==> config.mk <==
export PLATFORM = sky130hd
export DESIGN_NAME = vec_exec_unit
export DESIGN_NICKNAME = d
export VERILOG_FILES = /design/src/rtl/vec_pkg.sv /design/src/rtl/vec_lane_alu.sv /design/src/rtl/vec_exec_unit.sv
export SDC_FILE = /design/constraint.sdc
export NUM_CORES = 2
export LEC_CHECK = 0
export CELL_PAD_IN_SITES_DETAIL_PLACEMENT = 1
export CELL_PAD_IN_SITES_GLOBAL_PLACEMENT = 2
export CORE_MARGIN = 3
export CORE_UTILIZATION = 32
export DETAILED_ROUTE_END_ITERATION = 12
export GPL_ROUTABILITY_DRIVEN = 0
export GPL_TIMING_DRIVEN = 0
export PLACE_DENSITY_LB_ADDON = 0.1
export SLEW_MARGIN = 25
export SYNTH_ARGS = -nofsm -noshare
export SYNTH_HDL_FRONTEND = slang
export SYNTH_SLANG_ARGS = --single-unit
==> constraint.sdc <==
create_clock -name clk -period 6.2 [get_ports clk]
set_input_delay 1.24 -clock clk [delete_from_list [all_inputs] [get_ports clk]]
set_output_delay 1.24 -clock clk [all_outputs]
set_load 0.05 [all_outputs]
==> src/rtl/vec_pkg.sv <==
// Shared definitions for the vector execution unit.
//   LANES   : fixed lane count of every vector operand
//   op_e    : 3-bit operation encoding
//   state_e : control FSM states (only used when VEC_MUL_EN is defined)
package vec_pkg;

    localparam int unsigned LANES = 8;

    typedef enum logic [2:0] {
        OP_ADD = 3'b000,
        OP_SUB = 3'b001,
        OP_AND = 3'b010,
        OP_OR  = 3'b011,
        OP_XOR = 3'b100,
        OP_SLL = 3'b101,
        OP_MUL = 3'b110,
        OP_ILL = 3'b111
    } op_e;

    typedef enum logic [0:0] {
        StIdle   = 1'b0,
        StMulRun = 1'b1
    } state_e;

endpackage

==> src/rtl/vec_lane_alu.sv <==
// Single-lane combinational ALU for every op except MUL.
// Ports:
//   a, b : lane operands (unsigned, N bits)
//   op   : operation code (vec_pkg::op_e encoding)
//   y    : lane result, wraps modulo 2^N; zero for MUL and reserved codes
module vec_lane_alu
    import vec_pkg::*;
#(
    parameter int unsigned N = 20
) (
    input  logic [N-1:0] a,
    input  logic [N-1:0] b,
    input  logic [2:0]   op,
    output logic [N-1:0] y
);

    logic [4:0] shamt;
    assign shamt = b[4:0];

    always_comb begin
        y = '0;
        case (op_e'(op))
            OP_ADD:  y = a + b;
            OP_SUB:  y = a - b;
            OP_AND:  y = a & b;
            OP_OR:   y = a | b;
            OP_XOR:  y = a ^ b;
            // Shifting by N or more must give zero, not a truncated shift.
            OP_SLL:  y = ({27'd0, shamt} >= N) ? '0 : (a << shamt);
            default: y = '0;
        endcase
    end

endmodule

==> src/rtl/vec_exec_unit.sv <==
// 8-lane vector execution unit with register-file writeback.
// Optional feature macro: VEC_MUL_EN (sequential lane-by-lane multiplier).
// Ports:
//   clk, reset          : clock, synchronous active-high reset
//   in_valid / in_ready : operation handshake; accepted when both high at a rising edge
//   op, dst             : operation code and destination register index
//   src_a, src_b        : vector operands
//   we3, wa3, wd3       : one-cycle writeback strobe, address and data (held while we3=0)
//   busy                : multiply in progress
//   illegal             : one-cycle pulse after an illegal op is accepted
module vec_exec_unit
    import vec_pkg::*;
#(
    parameter int unsigned N = 20
) (
    input  logic                    clk,
    input  logic                    reset,
    input  logic                    in_valid,
    output logic                    in_ready,
    input  logic [2:0]              op,
    input  logic [LANES-1:0][N-1:0] src_a,
    input  logic [LANES-1:0][N-1:0] src_b,
    input  logic [3:0]              dst,
    output logic                    we3,
    output logic [3:0]              wa3,
    output logic [LANES-1:0][N-1:0] wd3,
    output logic                    busy,
    output logic                    illegal
);

    logic                    accept;
    logic                    op_mul;
    logic                    op_illegal;
    logic                    mul_done;
    logic [3:0]              mul_wa;
    logic [LANES-1:0][N-1:0] mul_wd;
    logic [LANES-1:0][N-1:0] alu_y;

    logic                    we3_q, we3_d;
    logic                    illegal_q, illegal_d;
    logic [3:0]              wa3_q, wa3_d;
    logic [LANES-1:0][N-1:0] wd3_q, wd3_d;

    for (genvar k = 0; k < LANES; k++) begin : g_lane
        vec_lane_alu #(
            .N (N)
        ) u_alu (
            .a  (src_a[k]),
            .b  (src_b[k]),
            .op (op),
            .y  (alu_y[k])
        );
    end

    assign accept = in_valid && in_ready;

`ifdef VEC_MUL_EN
    state_e                  state_q, state_d;
    logic [2:0]              lane_q, lane_d;
    logic [3:0]              dst_q;
    logic [LANES-1:0][N-1:0] a_q, b_q;
    logic [LANES-1:0][N-1:0] acc_q, acc_d;
    logic [N-1:0]            prod;

    assign in_ready   = (state_q == StIdle);
    assign busy       = (state_q == StMulRun);
    assign op_mul     = (op == OP_MUL);
    assign op_illegal = (op == OP_ILL);

    // One shared multiplier, walked across the lanes by the lane counter.
    assign prod = a_q[lane_q] * b_q[lane_q];

    always_comb begin
        state_d  = state_q;
        lane_d   = lane_q;
        acc_d    = acc_q;
        mul_done = 1'b0;
        unique case (state_q)
            StIdle: begin
                if (accept && op_mul) begin
                    state_d = StMulRun;
                    lane_d  = '0;
                end
            end
            StMulRun: begin
                acc_d[lane_q] = prod;
                lane_d        = lane_q + 3'd1;
                if (lane_q == 3'd7) begin
                    state_d  = StIdle;
                    mul_done = 1'b1;
                end
            end
            default: state_d = StIdle;
        endcase
    end

    assign mul_wa = dst_q;
    // acc_d already carries lane 7, so the full product vector lands in one edge.
    assign mul_wd = acc_d;

    always_ff @(posedge clk) begin
        if (reset) begin
            state_q <= StIdle;
            lane_q  <= '0;
            dst_q   <= '0;
            a_q     <= '0;
            b_q     <= '0;
            acc_q   <= '0;
        end else begin
            state_q <= state_d;
            lane_q  <= lane_d;
            acc_q   <= acc_d;
            if (accept && op_mul) begin
                dst_q <= dst;
                a_q   <= src_a;
                b_q   <= src_b;
            end
        end
    end
`else
    assign in_ready   = ~reset;
    assign busy       = 1'b0;
    assign op_mul     = 1'b0;
    assign op_illegal = (op == OP_ILL) || (op == OP_MUL);
    assign mul_done   = 1'b0;
    assign mul_wa     = '0;
    assign mul_wd     = '0;
`endif

    // Multiply completion and a new acceptance are mutually exclusive (in_ready=0 while busy).
    always_comb begin
        we3_d     = 1'b0;
        illegal_d = 1'b0;
        wa3_d     = wa3_q;
        wd3_d     = wd3_q;
        if (mul_done) begin
            we3_d = 1'b1;
            wa3_d = mul_wa;
            wd3_d = mul_wd;
        end else if (accept) begin
            if (op_illegal) begin
                illegal_d = 1'b1;
            end else if (!op_mul) begin
                we3_d = 1'b1;
                wa3_d = dst;
                wd3_d = alu_y;
            end
        end
    end

    always_ff @(posedge clk) begin
        if (reset) begin
            we3_q     <= 1'b0;
            illegal_q <= 1'b0;
            wa3_q     <= '0;
            wd3_q     <= '0;
        end else begin
            we3_q     <= we3_d;
            illegal_q <= illegal_d;
            wa3_q     <= wa3_d;
            wd3_q     <= wd3_d;
        end
    end

    assign we3     = we3_q;
    assign illegal = illegal_q;
    assign wa3     = wa3_q;
    assign wd3     = wd3_q;

endmodule

==> summary.txt <==
Timing
  • Max-Slew Margin vs Limit: 15.4%
  • Finish-stage setup viols: 3
  • Period minus WS final: 6.28 ns
  • TNS Setup: -0.150 ns
  • Unrepaired setup endpoints after global routing: false
  • Number of slew-limit violations in the final report: 0
  • Hold Violations, Final: 0
  • Worst Tran Pin Value: 1.27 ns
  • Final worst-path setup slack: -0.0815 ns
  • Period utilisation layout: 101%
  • Final setup skew: 0 ns
  • Max Freq: 0.159 GHz

Pwr
  • VDD IR max: 188 µV
  • Pleak: 0.0180 µW
  • Cell area power density: between 150 and 200 mW/mm²
  • Overall Power: 6890 µW

Critical path
  • Worst stage delay on the critical path: between 0.7 and 0.8 ns
  • Sort of element at the end of the critical path: flip-flop
  • Type of the worst setup path: input port to flip-flop
  • Most numerous cell on the critical path: clkbuf_2
  • R2r setup slk: between 4 and 5 ns
  • Cell at the slowest stage of the critical path: clkdlybuf4s50_1
  • Worst endpoint data arrival time: 6.70 ns
  • Required arrival time at the worst endpoint: 6.62 ns
  • Kind of launch point of the worst setup path: input port
  • Peak fanout along the critical path: 10
  • CP cell instances: clkdlybuf4s50_1 -> clkbuf_2 -> nor2_4 -> nand2_4 -> clkbuf_2 -> buf_16 -> clkbuf_2 -> buf_16 -> o31ai_1 -> xnor2_1 -> ha_1 -> o21a_1 -> o31a_1 -> o311ai_1 -> o21ai_1 -> nor3b_1 -> o31ai_1 -> a31oi_1

Global routing
  • GRT Util Overall: 43.1%
  • First-pass GRT wire length: 327 mm
  • Via count of the first global-routing pass: slightly above 40000
  • Largest net degree at the start of global routing: 20
  • Antenna violations before repair: 27
  • Total grt overflow: 0

CTS
  • CTS tree: built
  • Number of buffers added by the clock tree synthesis step: 17
  • Clock latency of the later-clocked register in the worst-skew pair: 0.56 ns
  • CTS root buffer: clkbuf_16
  • # clock sinks: 166
  • CTS H-tree depth: 4
  • Reg clk slew, reported paths: roughly 0.08 ns
  • CTS hold repair buffers: 0
  • Buffer levels on the longest clock path: 2

Floorplanning
  • Total Die Area: 0.108 mm²
  • Die Wd: 328 µm
  • Number of placement rows: around 120
  • Chip height: between 300 and 400 µm
  • I/O pin cnt: 498
  • Starting density of the core: 32.4%
  • Total core area: 0.102 mm²

Cells and area
  • Post-Route Utilization: between 40% and 50%
  • Commonest non-fill, non-tap cell in the layout: clkdlybuf4s50_1
  • Fraction of final layout cells with drive strength greater than 1: under 10%
  • Highest-count cells in the layout ignoring fill and taps: clkdlybuf4s50_1 (496), ha_1 (488), a21oi_1 (484)
  • Post-route non-filler standard cell count: 6453
  • Layout area overhead: 26.3%
  • Net count, final: 5892
  • Total area of multi-input combinational cells: 0.0275 mm²
  • Sequential Area: 0.00332 mm²
  • Number of fill cells in the layout: 12500
  • Post-route standard cell area excluding fillers: 0.0419 mm²

Detailed routing
  • Via-to-Cell Ratio: 6.58
  • Total number of vias: around 42000
  • Starting DRT DRC Count: 6118
  • Wirelength per Cell: 37.2 µm
  • Detailed-routing iteration count for the pre-antenna-repair pass: 6
  • Total wirelength of the detailed-routed design: 240 mm
  • Final ANT Viol Nets: 0
  • Remaining routing DRC violations: 0

Job
  • Maximum Capacitance Violations: 0

Yosys
  • Sequential cell area fraction in the yosys report: 10.0%
  • Post-synthesis sequential element count: 166
  • Main flop type after synthesis: dfxtp_1
  • Post-Synthesis Cell Area: 0.0332 mm²
  • Async set-or-reset flop fraction in the synthesized netlist: 0%
  • Count of synthesis-stage warnings from yosys: 0
  • Cell count after synthesis: 4505
  • Number of nets in the synthesized netlist: 5331
  • Average size of a mapped cell: 7.36 µm²
  • Number of unique standard cell types used by synthesis: 90
  • Number of synthesized flops with an enable pin: 0

Outcome
  • Result of the run: finished with violations
  • Failing checks: setup timing

Placed design
  • Placed cell area: around 0.041 mm²
  • DPL Wire Length: 189 mm
  • Instance count after placement with tap cells included: 6416
  • Port Buffers: 496

Worst hold path
  • Hold Path Class: flip-flop to flip-flop
## routing by layer
layer	share of wire (%)	vias up	track usage [%]
li1	-	17700	-
met1	39	20800	54.7
met2	39	3095	60.8
met3	13	810	15.1
met4	8.2	16	28.8
met5	0.093	-	0.951
## cell type report
| class | instances | area share (%) |
|---|---|---|
| diodes | 6 | 0.0358 |
| well taps | 1368 | 4.09 |
| multi-input cells | 3695 | 65.6 |
| plain buffers | 280 | 2.98 |
| inverters | 361 | 3.24 |
| flip-flops and latches | 166 | 7.93 |
| repair buffers | 545 | 14.7 |
| clock inverters | 12 | 0.284 |
| clock buffers | 20 | 1.09 |
## flip-flops by register name (all words and copies together) (netlist names)
| signal | count |
|---|---|
| wa3 | 4 |
| illegal | 1 |
| wd3 | 160 |
| we3 | 1 |
## synthesized netlist by cell type, types with 16 or more instances
master     instances  area share, %
a2111oi_0         18           0.48
a211oi_1          49            1.1
a21o_1            81            1.8
a21oi_1          485            7.3
a221oi_1          59            1.6
a22oi_1           43           0.97
a31oi_1           80            1.5
a41oi_1           16           0.42
and3_1            37           0.70
buf_1             26           0.29
clkbuf_1         243            2.7
dfxtp_1          166             10
ha_1             488             18
inv_1            335            3.8
inv_2             23           0.26
mux2_2            17           0.58
mux2i_1          139            4.2
mux4_2           105            7.1
nand2_1          404            4.6
nand2b_1          42           0.79
nand3_1          102            1.5
nand4_1           25           0.47
nor2_1           333            3.8
nor2b_1           33           0.62
nor3_1            78            1.2
nor4_1            38           0.72
o211a_1           21           0.63
o211ai_1          79            1.8
o21a_1            40           0.91
o21ai_0          198            3.0
o21ai_1          129            1.9
o22ai_1           29           0.55
o31ai_1           22           0.50
o41ai_1           16           0.42
or3_1             25           0.47
xnor2_1          180            4.8
xor2_1            42            1.1
## report_power, final
group | internal (µW) | switching [µW] | leakage [µW]
Clock | 580 | 649 | 0.000274
Sequential | 1180 | 126 | 0.00138
Combinational | 1510 | 2840 | 0.0163
## final timing paths
| check | endpoint | start | depth (start not counted) |
|---|---|---|---|
| setup / recovery | wd3[93] | op[1] | 18 |
| hold / removal | wa3[2] | wa3[2] | 2 |
| setup reg to reg | wd3[119] | wd3[119] | 4 |
| hold reg to reg | wa3[2] | wa3[2] | 2 |
## metrics by stage
stage          worst slack (ns)  hold WS [ns]
2_1_floorplan              1.18         0.671
6_report                -0.0815         0.458
3_5_place_dp              -1.53         0.449
5_1_grt                 0.00435         0.486
4_1_cts                 0.00296         0.460
3_3_place_gp              -3.67         0.445
## cell families after synthesis
logic type / Yosys count / share of synthesized area (%)
adder cells (fa/ha/maj): 496 / 18.9
XOR/XNOR: 222 / 5.86
buffers and inverters: 644 / 7.39
AO/OA/AOI/OAI: 1516 / 29.1
multiplexers: 269 / 12.2
AND/OR/NAND/NOR: 1191 / 16.6
flip-flops: 166 / 10.0
other: 1 / 0.0113
## worst max-delay path, delay by kind of cell
kind,cells,cell delay (ns)
buffers and inverters,6,2.27
AND/OR/NAND/NOR,3,0.64
AO/OA/AOI/OAI,7,1.99
adder cells (fa/ha/maj),1,0.35
XOR/XNOR,1,0.17
## repair_timing
action / 4_1_cts / 5_1_grt
setup buffers: 1 / 0
pin swaps: 1 / 0
setup endpoints to repair: 52 / 19
resized for setup: 6 / 13
Power figures use the tool's default switching activity.
